--- src/rtl/ha_ripple_pkg.sv ---
// Shared definitions for the half-adder ripple-carry adder.
// Optional feature macro used by the top: HA_RIPPLE_OVF_EN (signed overflow output).
package ha_ripple_pkg;

    // Widest operand the adder is meant to be built at.
    localparam int MAX_WIDTH = 32;

    // Result bundle for consumers that pass a full-width sum plus carry around.
    typedef struct {
        logic [MAX_WIDTH-1:0] sum;
        logic                 c_out;
    } add_res_t;

endpackage : ha_ripple_pkg

--- src/rtl/ha_cell.sv ---
// Half-adder leaf cell: sum is the XOR of the inputs, carry is their AND.
module ha_cell (
    input  logic a,
    input  logic b,
    output logic s,
    output logic c
);

    assign s = a ^ b;
    assign c = a & b;

endmodule : ha_cell

--- src/rtl/ha_ripple_adder.sv ---
// Registered WIDTH-bit ripple-carry adder assembled from half-adder cells.
// Each bit is HA / HA / NAND-OR, so the carry path is traceable gate by gate.
// Macro HA_RIPPLE_OVF_EN adds a registered two's-complement overflow output ovf.
module ha_ripple_adder
    import ha_ripple_pkg::*;
#(
    parameter int WIDTH = 4
) (
    input  logic             clk,
    input  logic             rst,
    input  logic             in_valid,
    input  logic [WIDTH-1:0] a,
    input  logic [WIDTH-1:0] b,
    input  logic             c_in,
    output logic             out_valid,
    output logic [WIDTH-1:0] sum,
    output logic             c_out
`ifdef HA_RIPPLE_OVF_EN
    ,
    output logic             ovf
`endif
);

    // Catch illegal widths at elaboration rather than building a broken adder.
    if ((WIDTH < 1) || (WIDTH > MAX_WIDTH)) begin : g_bad_width
        $error("ha_ripple_adder: WIDTH must be in 1..%0d", MAX_WIDTH);
    end

    logic [WIDTH:0]   carry_s;   // carry_s[0] is c_in, carry_s[WIDTH] is the final carry
    logic [WIDTH-1:0] p_s;       // propagate from first half adder
    logic [WIDTH-1:0] q_s;       // generate from first half adder
    logic [WIDTH-1:0] r_s;       // carry produced by second half adder
    logic [WIDTH-1:0] s_s;       // combinational sum bits
    logic [WIDTH-1:0] nq_s;      // inverted generate (NAND of q with itself)
    logic [WIDTH-1:0] nr_s;      // inverted second carry (NAND of r with itself)

    logic [WIDTH-1:0] sum_r;
    logic             c_out_r;
    logic             out_valid_r;

    assign carry_s[0] = c_in;

    for (genvar i = 0; i < WIDTH; i++) begin : g_bit
        ha_cell u_ha1 (
            .a (a[i]),
            .b (b[i]),
            .s (p_s[i]),
            .c (q_s[i])
        );

        ha_cell u_ha2 (
            .a (p_s[i]),
            .b (carry_s[i]),
            .s (s_s[i]),
            .c (r_s[i])
        );

        // OR of the two half-adder carries built purely from NANDs.
        assign nq_s[i]      = ~(q_s[i] & q_s[i]);
        assign nr_s[i]      = ~(r_s[i] & r_s[i]);
        assign carry_s[i+1] = ~(nq_s[i] & nr_s[i]);
    end

`ifdef HA_RIPPLE_OVF_EN
    logic ovf_s;
    logic ovf_r;

    // Signed overflow: carry into the MSB differs from carry out of it.
    // For WIDTH=1 carry_s[0] is c_in, which is exactly the required case.
    assign ovf_s = carry_s[WIDTH] ^ carry_s[WIDTH-1];
    assign ovf   = ovf_r;
`endif

    // Result register: reset clears, valid operands load, otherwise hold data and drop valid.
    always_ff @(posedge clk) begin
        if (rst) begin
            sum_r       <= {WIDTH{1'b0}};
            c_out_r     <= 1'b0;
            out_valid_r <= 1'b0;
`ifdef HA_RIPPLE_OVF_EN
            ovf_r       <= 1'b0;
`endif
        end else if (in_valid) begin
            sum_r       <= s_s;
            c_out_r     <= carry_s[WIDTH];
            out_valid_r <= 1'b1;
`ifdef HA_RIPPLE_OVF_EN
            ovf_r       <= ovf_s;
`endif
        end else begin
            out_valid_r <= 1'b0;
        end
    end

    assign sum       = sum_r;
    assign c_out     = c_out_r;
    assign out_valid = out_valid_r;

endmodule : ha_ripple_adder

--- config.mk ---
export PLATFORM = sky130hd
export DESIGN_NAME = ha_ripple_adder
export DESIGN_NICKNAME = d
export VERILOG_FILES = /design/src/rtl/ha_ripple_pkg.sv /design/src/rtl/ha_cell.sv /design/src/rtl/ha_ripple_adder.sv
export SDC_FILE = /design/constraint.sdc
export NUM_CORES = 1
export LEC_CHECK = 0
export CAP_MARGIN = 15
export CORE_AREA = 2 2 39 41
export CTS_CLUSTER_DIAMETER = 100
export DETAILED_ROUTE_END_ITERATION = 7
export DIE_AREA = 0 0 41 43
export GPL_TIMING_DRIVEN = 0
export PLACE_DENSITY = 0.64
export SYNTH_ARGS = -nofsm -noshare
export SYNTH_HDL_FRONTEND = slang
export SYNTH_SLANG_ARGS = --single-unit
export TNS_END_PERCENT = 1
--- constraint.sdc ---
create_clock -name clk -period 4.4 [get_ports clk]
set_clock_uncertainty 0.05 [all_clocks]
set_input_delay 0.66 -clock clk [delete_from_list [all_inputs] [get_ports clk]]
set_output_delay 0.66 -clock clk [all_outputs]
set_load 0.01 [all_outputs]
==> run metrics, run 1 <==
Post-Synth Adder-Cell Area=around a quarter; cells along the critical path=clkdlybuf4s50_1 -> inv_1 -> fa_1 -> inv_1 -> fa_1 -> fa_1 -> inv_1 -> fa_1 -> a211oi_2; Power Dens Cells=292 nW/um^2; commonest non-fill, non-tap cell in the layout=clkdlybuf4s50_1; Die Footprint=1760 sq um; Ys Warns=0; simple-gate area share of the yosys netlist=9.23%; DP Wirelength=466 um; fillcell total=around 140; status=finished, final reports clean; Core Rows=14; most frequent cells in the layout=clkdlybuf4s50_1, inv_1, dfxtp_1; Initial Utilization=between 20% and 30%; nets@finish=66; DRC Markers=0; largest net degree at the start of global routing=10; global-route wire length before repair=890 um; Critical Path RT=4520 ps; CTS buffer count=3; number of I/O port buffers=16; Compound-Gate Fraction of Synth Area=11.5%; Congestion Overflow GR=0; count of cell types in the netlist=9; setup bufs post-CTS=0; post-route setup TNS=0 ps; initial antenna violation count=0; Slew HR=81.1%; Antenna diodes=0; most frequent CP cell=fa_1; first-iteration detailed-routing DRC count=1; cts hold-fix bufs=0; xor/xnor cell area share of the yosys netlist=0%; Max IR drop VDD=0.129 mV; Final Cycle Share=between 60% and 70%; #FFs+latches synth=6; Core ar.=1380 sq um; highest clock rate=373 MHz; ANT nets after route=0; net count after synthesis=45; cell area after placement=between 500 and 600 sq um; hold slack=445 ps; die height=43 um; post-synthesis sequential area ratio=roughly 37%; RSZ-0062 raised after global routing=false; Final Hold Viols=0; Max FO, Critical Path=1; Critical-path top delay cell=fa_1; Finish-stage setup viols=0; Min-Delay Path Class=flop to flop; CP Capture Type=flop; post-synthesis mux area share=6.15%; Pre-Repair DR Iteration Count=2; largest family of logic cells by synthesized area=adder cells; Clock Tree Root=clkbuf_4; WS Path Type=primary input to flop; clock sink count=6; Vias per Instance=3.86; Post-Syn Area=325 sq um; crit path DAT=2800 ps; crit path time final=approximately 2700 ps; area grow syn2layout=62.3%; clk buf depth=2; ratio of cells with drive above 1 in the final layout=about a fifth; gpl congestion=0.696; Clock Pin Slew Worst Setup and Hold Paths=around 50 ps; Final Power=154 uW; worst slew pin tran=282 ps; Vias=247; Avg Cell Area, Syn=11.2 sq um; TritonCTS clock tree=yes; Synth Instances=29; vias in the first global route=219; Post-CTS Resized=0; worst skew pair latency=240 ps; Die X=41 um; H-Tree Depth=1; number of max-cap violations=0; gr usage total=8.29%; Slew Limit Fails=0; Pleak=0.227 nW; CP peak stage delay=420 ps; crit start category=primary input; WL final=between 500 and 600 um; fin area=528 sq um; I/O pin count=18; Register Area=roughly 120 sq um; Multi-input gate area=~170 sq um; drt wl/cell=between 8 and 9 um
## per-stage QoR
stage                     util (%)  worst slack, ps  std cells
after floorplan                  -             1950         29
after global placement        36.5             1450         61
after detailed placement      36.5             1450         61
after CTS                     38.2             1710         64
after global routing          38.2             1620         64
final                         38.2             1720         64
## flip-flops by register name, summed over array words and instances, names as in the netlist
signal	cells
sum	4
c_out	1
out_valid	1
## metal layers
metal	wire, um	part of all wire, %	vias to the layer above	track usage, %
met2	297	54	6	10.3
li1	-	-	126	-
met5	0	0	-	0
met3	16	2.9	0	4.71
met1	231	42	115	9.21
met4	0	0	0	8.00
## cells in the mapped netlist
cell | count | area [sq um]
a211oi_2 | 3 | 37.5
buf_6 | 1 | 11.3
dfxtp_1 | 6 | 120
fa_1 | 4 | 80.1
inv_1 | 7 | 26.3
mux2i_1 | 2 | 20.0
nor2_1 | 3 | 11.3
nor2_2 | 2 | 12.5
nor2b_1 | 1 | 6.26
## final cells by class
type,instances,area share (%)
inverters,7,4.98
flip-flops and latches,6,22.7
multi-input cells,15,31.8
clock buffers,3,4.27
well taps,16,3.79
plain buffers,1,2.13
repair buffers,16,30.3
## kinds of logic (layout without fill, tap and decap cells)
kind of cell             after synthesis  in the layout
AO/OA/AOI/OAI                          3              3
adder cells (fa/ha/maj)                4              4
buffers and inverters                  8             27
flip-flops                             6              6
multiplexers                           2              2
AND/OR/NAND/NOR                        6              6
## worst paths after layout
check	startpoint	end	slack (ps)	depth (start not counted)
setup / recovery	a[0]	sum[3]$_SDFFE_PP0P_	1720	9
hold / removal	sum[3]$_SDFFE_PP0P_	sum[3]$_SDFFE_PP0P_	450	2
setup reg to reg	c_out$_SDFFE_PP0P_	c_out$_SDFFE_PP0P_	3720	2
hold reg to reg	sum[3]$_SDFFE_PP0P_	sum[3]$_SDFFE_PP0P_	450	2
## critical path, delay by kind of cell
kind	cells	cell delay [ps]
adder cells (fa/ha/maj)	4	1330
buffers and inverters	4	600
AO/OA/AOI/OAI	1	210
## power breakdown
part           switching, mW  internal [mW]
clock network         0.0198         0.0309
registers            0.00240         0.0595
logic                 0.0164         0.0253
Power figures use the tool's default switching activity.
==> inputs of run 2 (changes only) <==
==> constraint.sdc (replaced) <==
create_clock -name clk -period 2.8 [get_ports clk]
set_clock_uncertainty 0.05 [all_clocks]
set_input_delay 0.42 -clock clk [delete_from_list [all_inputs] [get_ports clk]]
set_output_delay 0.42 -clock clk [all_outputs]
set_load 0.01 [all_outputs]
==> results of run 2 <==
Same layout as run 1 (identical final DEF). Status: finished, final reports clean.
Among the figures that moved: setup slack after placement 1450 ps -> 89.4 ps; setup slack after layout 1720 ps -> 361 ps; hold slack 445 ps -> 367 ps; register-to-register setup slack 3720 ps -> 2120 ps; total power 0.154 mW -> 0.242 mW; worst IR drop on VDD 0.129 mV -> 0.203 mV
==> inputs of run 3 (changes only) <==
--- a/config.mk
+++ b/config.mk
@@ -5,7 +5,7 @@
 export SDC_FILE = /design/constraint.sdc
 export NUM_CORES = 1
 export LEC_CHECK = 0
-export CAP_MARGIN = 15
+export CAP_MARGIN = 25
 export CORE_AREA = 2 2 39 41
 export CTS_CLUSTER_DIAMETER = 100
 export DETAILED_ROUTE_END_ITERATION = 7
==> results of run 3 <==
Same layout as run 1 (identical final DEF). Status: finished, final reports clean.
Among the figures that moved: setup slack after placement 1450 ps -> 89.4 ps; setup slack after layout 1720 ps -> 361 ps; hold slack 445 ps -> 367 ps; register-to-register setup slack 3720 ps -> 2120 ps; total power 0.154 mW -> 0.242 mW; worst IR drop on VDD 0.129 mV -> 0.203 mV
